`config.mk`:
```
export PLATFORM = sky130hd
export DESIGN_NAME = mem_access_unit
export DESIGN_NICKNAME = d
export VERILOG_FILES = /design/src/rtl/mem_access_unit.sv
export SDC_FILE = /design/constraint.sdc
export NUM_CORES = 1
export LEC_CHECK = 0
export BUFFER_PORTS_ARGS = -buffer_cell sky130_fd_sc_hd__buf_2
export CAP_MARGIN = 20
export CORE_ASPECT_RATIO = 0.7
export CORE_MARGIN = 3
export CORE_UTILIZATION = 50
export DETAILED_ROUTE_END_ITERATION = 10
export PLACE_DENSITY_LB_ADDON = 0.25
export SLEW_MARGIN = 10
export SYNTH_ARGS = -nofsm -noshare
export SYNTH_HDL_FRONTEND = slang
export SYNTH_SLANG_ARGS = --single-unit
```
`constraint.sdc`:
```
create_clock -name clk -period 2.9 [get_ports clk]
set_input_delay 0 -clock clk [delete_from_list [all_inputs] [get_ports clk]]
set_output_delay 0 -clock clk [all_outputs]
set_load 0.005 [all_outputs]
```
`src/rtl/mem_access_unit.sv`:
```
// Load/store unit for a byte-addressed, big-endian, word-wide data memory.
// Sub-word stores are done as read-modify-write because the memory always writes a full word.
module mem_access_unit #(
    parameter int WORD_WIDTH = 32,
    parameter int MEM_BYTES  = 1024
) (
    input  logic                  clk,
    input  logic                  rst,
    input  logic                  req_valid,
    output logic                  req_ready,
    input  logic                  req_wr,
    input  logic [1:0]            req_size,
    input  logic                  req_signed,
    input  logic [WORD_WIDTH-1:0] req_addr,
    input  logic [WORD_WIDTH-1:0] req_wdata,
    output logic                  rsp_valid,
    output logic [WORD_WIDTH-1:0] rsp_rdata,
    output logic                  rsp_err,
    output logic [WORD_WIDTH-1:0] data_addr,
    output logic                  data_wr,
    output logic [WORD_WIDTH-1:0] data_out,
    input  logic [WORD_WIDTH-1:0] data_in
);

    typedef enum logic [1:0] {
        IDLE = 2'd0,
        RD   = 2'd1,
        WR   = 2'd2,
        RSP  = 2'd3
    } state_t;

    state_t      state_r;
    logic        wr_r;
    logic [1:0]  size_r;
    logic        signed_r;
    logic [1:0]  offset_r;
    logic [15:0] wdata_r;
    logic        accept_s;
    logic        err_s;

    // Select the addressed lane of a memory word and extend it to a full word.
    function automatic logic [WORD_WIDTH-1:0] extract_load(
        input logic [WORD_WIDTH-1:0] word,
        input logic [1:0]            size,
        input logic [1:0]            off,
        input logic                  sgn
    );
        logic [7:0]            lane_b;
        logic [15:0]           lane_h;
        logic [WORD_WIDTH-1:0] res;
        lane_b = 8'h00;
        lane_h = 16'h0000;
        res    = 32'h0000_0000;
        case (off)
            2'd0:    lane_b = word[31:24];
            2'd1:    lane_b = word[23:16];
            2'd2:    lane_b = word[15:8];
            default: lane_b = word[7:0];
        endcase
        lane_h = off[1] ? word[15:0] : word[31:16];
        case (size)
            2'b00:   res = {{24{sgn & lane_b[7]}}, lane_b};
            2'b01:   res = {{16{sgn & lane_h[15]}}, lane_h};
            2'b10:   res = word;
            default: res = 32'h0000_0000;
        endcase
        return res;
    endfunction

    // Replace the addressed lane of a memory word with right-justified store data.
    function automatic logic [WORD_WIDTH-1:0] merge_store(
        input logic [WORD_WIDTH-1:0] word,
        input logic [1:0]            size,
        input logic [1:0]            off,
        input logic [15:0]           wd
    );
        logic [WORD_WIDTH-1:0] res;
        res = word;
        case (size)
            2'b00: begin
                case (off)
                    2'd0:    res[31:24] = wd[7:0];
                    2'd1:    res[23:16] = wd[7:0];
                    2'd2:    res[15:8]  = wd[7:0];
                    default: res[7:0]   = wd[7:0];
                endcase
            end
            2'b01: begin
                if (off[1]) begin
                    res[15:0] = wd;
                end else begin
                    res[31:16] = wd;
                end
            end
            default: res = word;
        endcase
        return res;
    endfunction

    // Request acceptance and the access-legality check on the incoming request.
    always_comb begin
        accept_s = req_valid && req_ready;
        err_s    = 1'b0;
        if (req_size == 2'b11) begin
            err_s = 1'b1;
        end else if ((req_size == 2'b01) && req_addr[0]) begin
            err_s = 1'b1;
        end else if ((req_size == 2'b10) && (req_addr[1:0] != 2'b00)) begin
            err_s = 1'b1;
        end else if (req_addr >= WORD_WIDTH'(MEM_BYTES)) begin
            err_s = 1'b1;
        end else begin
            err_s = 1'b0;
        end
    end

    // Gate the write strobe with reset so no memory write can happen while reset is held.
    assign data_wr = (state_r == WR) && !rst;

    // Access sequencer: all outputs except the write strobe are registered here.
    always_ff @(posedge clk) begin
        if (rst) begin
            state_r   <= IDLE;
            req_ready <= 1'b1;
            rsp_valid <= 1'b0;
            rsp_rdata <= 32'h0000_0000;
            rsp_err   <= 1'b0;
            data_addr <= 32'h0000_0000;
            data_out  <= 32'h0000_0000;
            wr_r      <= 1'b0;
            size_r    <= 2'b00;
            signed_r  <= 1'b0;
            offset_r  <= 2'b00;
            wdata_r   <= 16'h0000;
        end else begin
            case (state_r)
                IDLE: begin
                    if (accept_s) begin
                        wr_r      <= req_wr;
                        size_r    <= req_size;
                        signed_r  <= req_signed;
                        offset_r  <= req_addr[1:0];
                        wdata_r   <= req_wdata[15:0];
                        req_ready <= 1'b0;
                        if (err_s) begin
                            state_r   <= RSP;
                            rsp_valid <= 1'b1;
                            rsp_err   <= 1'b1;
                            rsp_rdata <= 32'h0000_0000;
                        end else if (req_wr && (req_size == 2'b10)) begin
                            state_r   <= WR;
                            data_addr <= {req_addr[WORD_WIDTH-1:2], 2'b00};
                            data_out  <= req_wdata;
                        end else begin
                            state_r   <= RD;
                            data_addr <= {req_addr[WORD_WIDTH-1:2], 2'b00};
                        end
                    end else begin
                        state_r <= IDLE;
                    end
                end
                RD: begin
                    // The read word is consumed straight from data_in at the end of RD.
                    if (wr_r) begin
                        state_r  <= WR;
                        data_out <= merge_store(data_in, size_r, offset_r, wdata_r);
                    end else begin
                        state_r   <= RSP;
                        data_addr <= 32'h0000_0000;
                        rsp_valid <= 1'b1;
                        rsp_err   <= 1'b0;
                        rsp_rdata <= extract_load(data_in, size_r, offset_r, signed_r);
                    end
                end
                WR: begin
                    state_r   <= RSP;
                    data_addr <= 32'h0000_0000;
                    data_out  <= 32'h0000_0000;
                    rsp_valid <= 1'b1;
                    rsp_err   <= 1'b0;
                    rsp_rdata <= 32'h0000_0000;
                end
                RSP: begin
                    state_r   <= IDLE;
                    req_ready <= 1'b1;
                    rsp_valid <= 1'b0;
                    rsp_err   <= 1'b0;
                    rsp_rdata <= 32'h0000_0000;
                end
                default: begin
                    state_r   <= IDLE;
                    req_ready <= 1'b1;
                    rsp_valid <= 1'b0;
                    rsp_err   <= 1'b0;
                    rsp_rdata <= 32'h0000_0000;
                    data_addr <= 32'h0000_0000;
                    data_out  <= 32'h0000_0000;
                end
            endcase
        end
    end

endmodule
```
==> results of run 1 <==
==> cell type report <==
cell class,instances,area [um2]
Clock buffer,17,425
Clock inverter,15,190
Fill cell,850,2990
Inverter,15,56.3
Multi-Input combinational cell,458,3060
Sequential cell,121,2420
Tap cell,153,191
Timing Repair Buffer,287,1840
==> worst register-to-register path, delay by kind of cell (launching register included) <==
| kind | cells | cell delay [ps] |
|---|---|---|
| DFF | 1 | 700 |
| muxes | 1 | 310 |
| and+or+nand+nor | 1 | 50 |
| AOI/OAI and AO/OA | 3 | 1310 |
==> registers in the layout, summed over array words and instances (netlist names) <==
| name | count |
|---|---|
| size_r | 2 |
| data_out | 32 |
| state_r | 2 |
| rsp_valid | 1 |
| rsp_err | 1 |
| req_ready | 1 |
| wdata_r | 16 |
| wr_r | 1 |
| rsp_rdata | 32 |
| offset_r | 2 |
| signed_r | 1 |
| data_addr | 30 |
==> where the power goes <==
part	internal, W	switching, W
combinational	0.000878	0.00130
clock	0.00137	0.000849
sequential	0.00190	0.000196
==> logic make-up (layout without fill, tap and decap cells) <==
family | count (synthesis) | count (layout)
buffers and inverters | 72 | 334
muxes | 29 | 29
adders and majority gates | 5 | 5
and+or+nand+nor | 190 | 190
DFF | 121 | 121
AOI/OAI and AO/OA | 232 | 232
other | 1 | 2
==> repair_timing <==
item	in CTS	in global routing
buffers inserted	0	0
hold buffers	68	0
hold endpoints to repair	70	0
resized for setup	0	0
==> through the flow <==
| stage | cells | util [%] | hold WS, ps | setup slack (ps) | power, W |
|---|---|---|---|---|---|
| 2_1_floorplan | 651 | - | 125 | 881 | 0.00348 |
| 3_3_place_gp | 966 | 61.7 | 212 | 685 | 0.00409 |
| 3_5_place_dp | 966 | 61.7 | 216 | 580 | 0.00416 |
| 4_1_cts | 1066 | 73.3 | 2.09 | 554 | 0.00646 |
| 5_1_grt | 1066 | 73.3 | 22.8 | 372 | 0.00681 |
| 6_report | 1066 | 73.3 | 9.07 | 457 | 0.00650 |
==> routing by layer <==
layer	share of wire, %	GRT usage, %
met3	9.3	8.99
met4	1.7	8.22
met5	0	0
met2	48	53.7
met1	41	39.8
==> placed cells by master (no fill, tap or decap), drive strengths merged, types with 2 or more instances in the layout <==
| master | netlist | routed |
|---|---|---|
| buf | 30 | 219 |
| dfxtp | 121 | 121 |
| a21oi | 68 | 68 |
| dlygate4sd3 | 0 | 68 |
| nand2 | 64 | 64 |
| nor3 | 33 | 33 |
| o2bb2ai | 32 | 32 |
| a211oi | 29 | 29 |
| a22oi | 24 | 24 |
| nor2 | 24 | 24 |
| and2 | 23 | 23 |
| o21ai | 20 | 20 |
| inv | 14 | 20 |
| mux2 | 19 | 19 |
| clkbuf | 27 | 17 |
| o22ai | 11 | 11 |
| mux2i | 10 | 10 |
| nor2b | 9 | 9 |
| a22o | 9 | 9 |
| a221oi | 8 | 8 |
| nor4 | 7 | 7 |
| nand2b | 6 | 6 |
| nand3 | 5 | 5 |
| o31ai | 5 | 5 |
| o221ai | 5 | 5 |
| ha | 5 | 5 |
| clkinv | 1 | 5 |
| a311o | 4 | 4 |
| nand4 | 4 | 4 |
| a32oi | 3 | 3 |
| nand3b | 3 | 3 |
| and3 | 3 | 3 |
| o21bai | 3 | 3 |
| bufinv | 0 | 3 |
| or2 | 3 | 3 |
| o21a | 2 | 2 |
| or3 | 2 | 2 |
| a41oi | 2 | 2 |
| conb | 1 | 2 |
| clkinvlp | 0 | 2 |
==> how the worst min path moves through the flow <==
stage / depth (start not counted) / end / slack, ps
after floorplan: 1 / data_addr[2]$_SDFFE_PP0P_ / 130
after global placement: 2 / data_addr[2]$_SDFFE_PP0P_ / 210
after detailed placement: 2 / data_addr[4]$_SDFFE_PP0P_ / 220
after CTS: 4 / data_out[31]$_SDFFE_PP0P_ / 2
after global routing: 4 / data_out[31]$_SDFFE_PP0P_ / 20
final: 3 / data_out[17]$_SDFFE_PP0P_ / 9
==> impl_metrics.sql, run 1 <==
INSERT INTO impl_metrics (metric_group, metric, value, unit) VALUES
('setup_path', 'reg2reg_from', 'offset_r[1]$_SDFFE_PP0P_', ''),
('synthesis', 'sequential_fraction_of_the_synthesis_area', '41.6', '%'),
('sta', 'slew-limit-headroom', '21.1', '%'),
('detailed_routing', 'post_drt_via_cell_ratio', '5.93', ''),
('detailed_routing', 'routedWlPerCell', '19.6', 'um'),
('placed_design', 'io_buffer_count', '200', ''),
('synthesis', 'synth.lib_cells_used.distinct', '58', ''),
('cts', 'cts-htree-levels', '4', ''),
('sta', 'drv_slew', '0', ''),
('sta', 'tightestPinTransition', '1180', 'ps'),
('floorplanning', 'core_area', '11200', 'um2'),
('synthesis', 'synth-edff-count', '0', ''),
('synthesis', 'synth_top_family_by_area', 'compound AO/OA/AOI/OAI gates', ''),
('synthesis', 'post_synth.cell_area_avg', '8.95', 'um2'),
('setup_path', 'r2r_cells', '5', ''),
('sta', 'setup_viol', '0', ''),
('placed_design', 'place.detailed.hpwl', '14.4', 'mm'),
('synthesis', 'synth.ff_latch_count', '121', ''),
('setup_path', 'ff2ff_setup_slack', '460', 'ps'),
('detailed_routing', 'drcViolationCount', '0', ''),
('placed_design', 'place_congestion', '0.929', ''),
('synthesis', 'synth.most_common_cell', 'dfxtp_1', ''),
('synthesis', 'synthAdderAreaFrac', '1.07', '%'),
('setup_path', 'cpLargestDelayFamily', 'compound AO/OA/AOI/OAI gates', ''),
('sta', 'grt_setup_unrepaired', 'no', ''),
('synthesis', 'share_of_synthesized_area_spent_on_multiplexers', '5.40', '%'),
('sta', 'fin_crit_sh', '84.3', '%'),
('setup_path', 'crit_path_end_kind', 'flop', ''),
('sta', 'maxClockFrequency', '0.409', 'GHz'),
('floorplanning', 'die_h', '96.3', 'um'),
('setup_path', 'worst-path-stages', '5', ''),
('synthesis', 'postSynthCellCount', '650', ''),
('placed_design', 'postPlaceCellArea', '6890', 'um2'),
('cts', 'cts_sinks', '121', ''),
('setup_path', 'crit_start', 'offset_r[1]$_SDFFE_PP0P_', ''),
('global_routing', 'grt_antenna_before_repair', '0', ''),
('setup_path', 'critPathBufInv', '0', ''),
('layout', 'num_antenna_cells', '0', ''),
('worst_hold_path', 'hp-class', 'input pin to flop', ''),
('detailed_routing', 'count_of_routing_violations_after_the_opening_detailed_route_iteration', '640', ''),
('cts', 'clkTransAtPathRegs', '60', 'ps'),
('synthesis', 'synth_simple_gate_area_share', '16.4', '%'),
('layout', 'fin_nets', '1008', ''),
('run_status', 'status', 'finished, final reports clean', ''),
('floorplanning', 'effective_utilization_at_floorplan', '52.1', '%'),
('cts', 'cts.root.buffer_cell', 'clkbuf_16', ''),
('setup_path', 'critical_path_arrival', '2780', 'ps'),
('global_routing', 'grt_use_total', '31.5', '%'),
('pwr', 'cellLeakagePower', '3.53', 'nW'),
('detailed_routing', 'final_antenna_violating_net_count', '0', ''),
('floorplanning', 'die_w', '135', 'um'),
('synthesis', 'netlist_top_cells_area', 'dfxtp_1 42%, a21oi_1 5.8%, o2bb2ai_1 4.8%', ''),
('setup_path', 'slowest_delay', '960', 'ps'),
('synthesis', 'synth.cell_area', '5820', 'um2'),
('flow_run', 'max-cap-violations', '0', ''),
('sta', 'final.min_clock_period', '2440', 'ps'),
('setup_path', 'worstPathCellList', 'mux2_2 -> nor2_1 -> a211oi_1 -> a221oi_1 -> o2bb2ai_1', ''),
('sta', 'setup_total_negative_slack', '0', 'ps'),
('synthesis', 'yosysTopAreaCell', 'dfxtp_1', ''),
('synthesis', 'synth-async-reset-ratio', '0', '%'),
('pwr', 'vdd_drop_max', '0.478', 'mV'),
('synthesis', 'ys_dominant_reg_cell', 'dfxtp_1', ''),
('synthesis', 'synth_common_cells', '121 x dfxtp_1, 68 x a21oi_1, 64 x nand2_1, 33 x nor3_1, 32 x o2bb2ai_1', ''),
('worst_hold_path', 'min-delay-start', 'req_wdata[17]', ''),
('synthesis', 'synth-xor-area-share', '0', '%'),
('layout', 'drive_above_1_share', '32.2', '%'),
('global_routing', 'grt_start_max_net_pins', '33', ''),
('sta', 'skew', '10.8', 'ps'),
('layout', 'design_area', '8180', 'um2'),
('setup_path', 'reg2reg_to', 'rsp_rdata[10]$_SDFFE_PP0P_', ''),
('global_routing', 'number_of_global_route_vias_before_repair', '6177', '');
No activity file was read; power rests on OpenSTA's default activity.
==> inputs of run 2 (changes only) <==
Clock period 2.9 ns to 2.4 ns, I/O delays scaled along.
==> run 2 against run 1 <==
Worst setup slack worse by 350 ps. Sequential share of layout area down 0.62 points. Non-clock buffer count grew 12. Highest routed layer unchanged. Clock skew down 4.3 ps.
==> impl_metrics.sql, run 2 (synthesis results as in run 1) <==
INSERT INTO impl_metrics (metric_group, metric, value, unit) VALUES
('run_status', 'status', 'finished, final reports clean', ''),
('floorplanning', 'die_w', '135', 'um'),
('cts', 'cts_tree', 'built', ''),
('floorplanning', 'ios', '203', ''),
('pwr', 'power.density', '964', 'nW/um2'),
('setup_path', 'reg2reg_from', 'state_r[1]$_SDFF_PP0_', ''),
('sta', 'hold_slack', '23.1', 'ps'),
('worst_hold_path', 'min_delay_worst_endpoint', 'data_out[19]$_SDFFE_PP0P_', ''),
('cts', 'tritoncts.num_buffers', '17', ''),
('worst_hold_path', 'min_delay_path_depth', '3', ''),
('layout', 'drive_above_1_share', '33.0', '%'),
('sta', 'setup_viol', '0', ''),
('pwr', 'vdd_drop_max', '0.600', 'mV'),
('setup_path', 'critical_path_maximum_fanout', '25', ''),
('cts', 'cts.repair_timing.setup_buffer_count', '0', ''),
('layout', 'layout_top_registers', 'data_out: 32 flops, rsp_rdata: 32 flops, data_addr: 30 flops', ''),
('detailed_routing', 'post_drt_via_cell_ratio', '5.89', ''),
('layout', 'num_antenna_cells', '0', ''),
('detailed_routing', 'wl', '20.5', 'mm'),
('cts', 'clk-insertion-delay-late', '420', 'ps'),
('global_routing', 'number_of_global_route_vias_before_repair', '6143', ''),
('setup_path', 'crit_path_end_kind', 'flop', ''),
('placed_design', 'place_congestion', '0.953', ''),
('layout', 'layout_commonest_cell', 'buf_2', ''),
('sta', 'grt_setup_unrepaired', 'no', ''),
('sta', 'tightestPinTransition', '689', 'ps'),
('global_routing', 'grt_overflow_total', '0', ''),
('floorplanning', 'std_cell_rows', '32', ''),
('sta', 'drv_slew', '0', ''),
('placed_design', 'place.detailed.hpwl', '14.4', 'mm'),
('pwr', 'cellLeakagePower', '3.62', 'nW'),
('setup_path', 'cp-start-kind', 'flop', ''),
('detailed_routing', 'routedWlPerCell', '19.1', 'um'),
('setup_path', 'r2r_cells', '8', ''),
('cts', 'cts.root.buffer_cell', 'clkbuf_16', ''),
('detailed_routing', 'count_of_routing_violations_after_the_opening_detailed_route_iteration', '603', ''),
('detailed_routing', 'final_antenna_violating_net_count', '0', ''),
('flow_run', 'max-cap-violations', '0', ''),
('worst_hold_path', 'min-delay-start', 'req_wdata[19]', ''),
('placed_design', 'placement.setup.worst_slack', '133', 'ps'),
('detailed_routing', 'drcViolationCount', '0', ''),
('cts', 'cts.path.max_buffers', '2', ''),
('floorplanning', 'effective_utilization_at_floorplan', '52.1', '%'),
('layout', 'fin_nets', '1020', ''),
('worst_hold_path', 'hp-class', 'input pin to flop', ''),
('placed_design', 'io_buffer_count', '200', ''),
('global_routing', 'grt_start_max_net_pins', '36', ''),
('sta', 'setup_slack', '105', 'ps'),
('layout', 'layout.cells.most_common_list', '200 x buf_2, 121 x dfxtp_1, 70 x dlygate4sd3_1, 68 x a21oi_1, 64 x nand2_1', ''),
('setup_path', 'ff2ff_setup_slack', '100', 'ps'),
('setup_path', 'critical_path_arrival', '2570', 'ps'),
('cts', 'cts-htree-levels', '4', ''),
('sta', 'slew-limit-headroom', '54.0', '%'),
('sta', 'final.min_clock_period', '2300', 'ps'),
('layout', 'syn2layout_area_growth', '43.6', '%'),
('detailed_routing', 'vias', '6348', ''),
('sta', 'setup_total_negative_slack', '0', 'ps'),
('floorplanning', 'core_area', '11200', 'um2'),
('setup_path', 'critical_path_class', 'flop to flop', ''),
('setup_path', 'worst_ep_required_time', '2680', 'ps'),
('setup_path', 'reg2reg_to', 'data_out[6]$_SDFFE_PP0P_', ''),
('global_routing', 'grt_use_total', '31.1', '%'),
('sta', 'hold_violations', '0', ''),
('detailed_routing', 'detailedRoute.firstPassIterationCount', '6', ''),
('sta', 'skew', '6.44', 'ps'),
('global_routing', 'grt_antenna_before_repair', '0', ''),
('floorplanning', 'fp.dieArea', '13000', 'um2'),
('sta', 'maxClockFrequency', '0.436', 'GHz'),
('sta', 'fin_crit_sh', '95.6', '%'),
('cts', 'cts_sinks', '121', ''),
('global_routing', 'grt_pass1_wl', '31.7', 'mm'),
('layout', 'final_layout_fill_cell_count', '763', ''),
('cts', 'clkTransAtPathRegs', '60', 'ps'),
('pwr', 'sum_of_internal_switching_and_leakage_power', '0.00806', 'W'),
('floorplanning', 'die_h', '96.3', 'um');
==> run 2: power by group <==
part	internal, W	switching (W)
combinational	0.00115	0.00159
sequential	0.00230	0.000231
clock	0.00176	0.00103
==> run 2: final cells by class <==
cell class                      count  area (um2)  share of cell area (%)
Sequential cell                   121        2420                    29.0
Clock buffer                       17         425                    5.09
Inverter                           15        56.3                   0.674
Clock inverter                     15         215                    2.57
Multi-Input combinational cell    458        3070                    36.7
Timing Repair Buffer              299        1980                    23.7
Tap cell                          153         191                    2.29
==> run 2: metrics by stage <==
| step | std cells | instance area (um2) | util, % |
|---|---|---|---|
| finish | 1078 | 8360 | 74.8 |
| global route | 1078 | 8360 | 74.8 |
| CTS | 1078 | 8350 | 74.8 |
| detailed placement | 976 | 7010 | 62.8 |
| global placement | 976 | 7010 | 62.8 |
| floorplan | 651 | 5820 | - |
==> run 2: worst max path at each step <==
stage                                startpoint                        end  slack (ps)  depth (start not counted)
after detailed placement  state_r[1]$_SDFF_PP0_  data_out[30]$_SDFFE_PP0P_         130                          8
after global placement    state_r[1]$_SDFF_PP0_  data_out[22]$_SDFFE_PP0P_         240                          8
after CTS                 state_r[1]$_SDFF_PP0_  data_out[21]$_SDFFE_PP0P_         110                          8
final                     state_r[1]$_SDFF_PP0_   data_out[6]$_SDFFE_PP0P_         100                          8
after floorplan           state_r[0]$_SDFF_PP0_  data_out[26]$_SDFFE_PP0P_         380                          8
after global routing      state_r[1]$_SDFF_PP0_  data_out[14]$_SDFFE_PP0P_          10                          8
==> run 2: routing by layer <==
layer	track usage, %	wire [um]
met1	40.8	8530
met2	50.9	9550
met3	7.68	1920
met4	9.82	536
met5	0	0
==> run 2: what timing repair did <==
action / CTS / global route
endpoints found under the setup margin: 0 / 1
hold endpoints to repair: 73 / 0
resized for setup: 0 / 1
hold buffers: 70 / 0
==> run 2: worst max-delay path: stages (launching register included) <==
cell and delay [ps]:
dfxtp_1 360, inv_1 90, ha_1 230, nor2b_1 170
or3_1 420, nor4_4 280, or2_1 280, buf_12 230
a211oi_2 90
==> inputs of run 3 (changes only) <==
Settings changed: RECOVER_POWER set to 25.
==> run 3 against run 2 <==
Via count is 0.61% higher. Clock power hardly changed. Utilization is 0.45 points lower. Worst setup slack better by 3.8 ps. Non-clock buffer count stayed put. Count of clock-buffer cells in the layout stayed put. Final area is 0.60% lower. Critical path depth stayed put. First-iteration DRC count is 11% higher. Die area stayed put. Maximum frequency is 0.17% higher. Clock skew hardly changed. Critical path type unchanged. Critical endpoint is now data_out[21]$_SDFFE_PP0P_. Largest power group unchanged.
==> impl_metrics.sql, run 3 (synthesis results as in run 1) <==
INSERT INTO impl_metrics (metric_group, metric, value, unit) VALUES
('sta', 'fin_crit_sh', '95.5', '%'),
('layout', 'num_antenna_cells', '0', ''),
('sta', 'setup_total_negative_slack', '0', 'ps'),
('layout', 'fin_nets', '1020', ''),
('setup_path', 'ff2ff_setup_slack', '110', 'ps'),
('setup_path', 'critPathBufInv', '2', ''),
('pwr', 'sum_of_internal_switching_and_leakage_power', '0.00805', 'W'),
('global_routing', 'grt_use_total', '31.1', '%'),
('setup_path', 'worstPathCellList', 'inv_1 -> ha_1 -> nor2b_1 -> or3_1 -> nor4_4 -> or2_1 -> buf_12 -> a211oi_1', ''),
('floorplanning', 'ios', '203', ''),
('setup_path', 'reg2reg_from', 'state_r[1]$_SDFF_PP0_', ''),
('cts', 'cts.repair_timing.setup_buffer_count', '0', ''),
('layout', 'syn2layout_area_growth', '42.8', '%'),
('global_routing', 'grt_antenna_before_repair', '0', ''),
('detailed_routing', 'vias', '6387', ''),
('floorplanning', 'fp.dieArea', '13000', 'um2'),
('sta', 'final.min_clock_period', '2290', 'ps'),
('worst_hold_path', 'min-delay-start', 'req_wdata[19]', ''),
('setup_path', 'worst_ep_required_time', '2670', 'ps'),
('global_routing', 'grt_pass1_wl', '31.7', 'mm'),
('sta', 'hold_violations', '0', ''),
('floorplanning', 'effective_utilization_at_floorplan', '52.1', '%'),
('cts', 'cts.root.buffer_cell', 'clkbuf_16', ''),
('setup_path', 'cpLargestDelayFamily', 'simple AND/OR/NAND/NOR gates', ''),
('global_routing', 'grt_overflow_total', '0', ''),
('placed_design', 'place_congestion', '0.953', ''),
('pwr', 'cellLeakagePower', '3.45', 'nW'),
('setup_path', 'cp-start-kind', 'flop', ''),
('detailed_routing', 'post_drt_via_cell_ratio', '5.92', ''),
('sta', 'drv_slew', '0', ''),
('layout', 'layout.cells.most_common_list', '160 x buf_2, 121 x dfxtp_1, 70 x dlygate4sd3_1, 68 x a21oi_1, 64 x nand2_1', ''),
('pwr', 'netSwitchingFraction', '35.5', '%'),
('placed_design', 'io_buffer_count', '200', ''),
('detailed_routing', 'drcViolationCount', '0', ''),
('detailed_routing', 'wl', '20.6', 'mm'),
('cts', 'cts_sinks', '121', ''),
('worst_hold_path', 'hp-class', 'input pin to flop', ''),
('pwr', 'power.clock.fraction', '34.6', '%'),
('placed_design', 'place.detailed.hpwl', '14.4', 'mm'),
('pwr', 'power.density', '969', 'nW/um2'),
('setup_path', 'critical_path_maximum_fanout', '25', ''),
('setup_path', 'crit_path_end_kind', 'flop', ''),
('global_routing', 'number_of_global_route_vias_before_repair', '6143', ''),
('floorplanning', 'die_h', '96.3', 'um'),
('sta', 'grt_setup_unrepaired', 'no', ''),
('pwr', 'switching_power', '0.00286', 'W'),
('floorplanning', 'core_area', '11200', 'um2'),
('layout', 'design_area', '8310', 'um2'),
('cts', 'tritoncts.num_buffers', '17', ''),
('flow_run', 'max-cap-violations', '0', ''),
('pwr', 'cell_internal_pwr', '0.00520', 'W'),
('pwr', 'power.sequential.fraction', '31.4', '%'),
('worst_hold_path', 'min_delay_path_depth', '3', ''),
('placed_design', 'postPlaceCellArea', '7010', 'um2'),
('cts', 'clk-insertion-delay-late', '420', 'ps'),
('detailed_routing', 'count_of_routing_violations_after_the_opening_detailed_route_iteration', '668', ''),
('cts', 'cts-htree-levels', '4', ''),
('run_status', 'status', 'finished, final reports clean', ''),
('layout', 'final_layout_fill_cell_count', '790', ''),
('layout', 'layout_top_registers', 'data_out: 32 flops, rsp_rdata: 32 flops, data_addr: 30 flops', ''),
('setup_path', 'slowest_delay', '420', 'ps'),
('detailed_routing', 'final_antenna_violating_net_count', '0', ''),
('pwr', 'power_frac_comb', '34.0', '%'),
('sta', 'skew', '6.54', 'ps'),
('sta', 'slew-limit-headroom', '54.4', '%'),
('sta', 'setup_viol', '0', ''),
('setup_path', 'critical_path_class', 'flop to flop', ''),
('detailed_routing', 'detailedRoute.firstPassIterationCount', '5', ''),
('worst_hold_path', 'min_delay_worst_endpoint', 'data_out[19]$_SDFFE_PP0P_', ''),
('cts', 'cts_tree', 'built', ''),
('cts', 'clkTransAtPathRegs', '60', 'ps'),
('floorplanning', 'die_w', '135', 'um'),
('pwr', 'vdd_drop_max', '0.602', 'mV'),
('cts', 'cts.path.max_buffers', '2', ''),
('setup_path', 'critical_path_arrival', '2560', 'ps'),
('setup_path', 'crit_start', 'state_r[1]$_SDFF_PP0_', ''),
('sta', 'tightestPinTransition', '684', 'ps'),
('sta', 'maxClockFrequency', '0.436', 'GHz'),
('layout', 'final_core_util', '74.4', '%'),
('global_routing', 'grt_start_max_net_pins', '36', ''),
('layout', 'layout_commonest_cell', 'buf_2', ''),
('setup_path', 'crit_path_top_delay_cell', 'or3_1', ''),
('setup_path', 'r2r_cells', '8', ''),
('setup_path', 'reg2reg_to', 'data_out[21]$_SDFFE_PP0P_', ''),
('floorplanning', 'std_cell_rows', '32', ''),
('layout', 'drive_above_1_share', '28.6', '%'),
('detailed_routing', 'routedWlPerCell', '19.1', 'um'),
('sta', 'hold_slack', '22.0', 'ps');
==> run 3: power by group through the flow <==
stage | logic [W] | registers, W | clock network [W]
floorplan | 0.00170 | 0.00250 | 0
global route | 0.00296 | 0.00256 | 0.00290
finish | 0.00274 | 0.00253 | 0.00279
global placement | 0.00250 | 0.00254 | 0
detailed placement | 0.00258 | 0.00255 | 0
CTS | 0.00270 | 0.00251 | 0.00281
==> run 3: how the worst max path moves through the flow <==
stage               slack, ps  cells past startpoint                         to
CTS                       110                      8  data_out[21]$_SDFFE_PP0P_
global route               10                      8  data_out[14]$_SDFFE_PP0P_
detailed placement        130                      8  data_out[30]$_SDFFE_PP0P_
floorplan                 380                      8  data_out[26]$_SDFFE_PP0P_
global placement          240                      8  data_out[22]$_SDFFE_PP0P_
finish                    110                      8  data_out[21]$_SDFFE_PP0P_
==> run 3: layer usage <==
| layer | track usage (%) | up-vias | part of all wire, % |
|---|---|---|---|
| met3 | 7.68 | 63 | 8.8 |
| met1 | 40.8 | 3011 | 42 |
| met5 | 0 | - | 0 |
| met4 | 9.82 | 0 | 2.7 |
| li1 | - | 2947 | - |
| met2 | 50.9 | 366 | 46 |
==> run 3: worst min-delay path: cells and delay by family <==
| kind | cells | cell delay, ps |
|---|---|---|
| buffers and inverters | 1 | 80 |
| AO/OA/AOI/OAI | 2 | 310 |
==> run 3: stage by stage <==
step                      cells  setup WS, ps
after floorplan             651           381
after global placement      976           236
after detailed placement    976           133
after CTS                  1078           106
after global routing       1078          12.5
final                      1078           109
==> run 3: layout make-up <==
cell class,instances,area (um2),share of cell area (%)
Clock buffer,17,425,5.12
Clock inverter,15,215,2.59
Tap cell,153,191,2.30
Timing Repair Buffer,299,1930,23.2
Multi-Input combinational cell,458,3070,36.9
Inverter,15,56.3,0.678
Sequential cell,121,2420,29.2
==> run 3: repair_timing <==
action | in CTS | in global routing
hold buffers | 70 | 0
endpoints found under the setup margin | 0 | 1
hold endpoints to repair | 73 | 0
resized for setup | 0 | 1
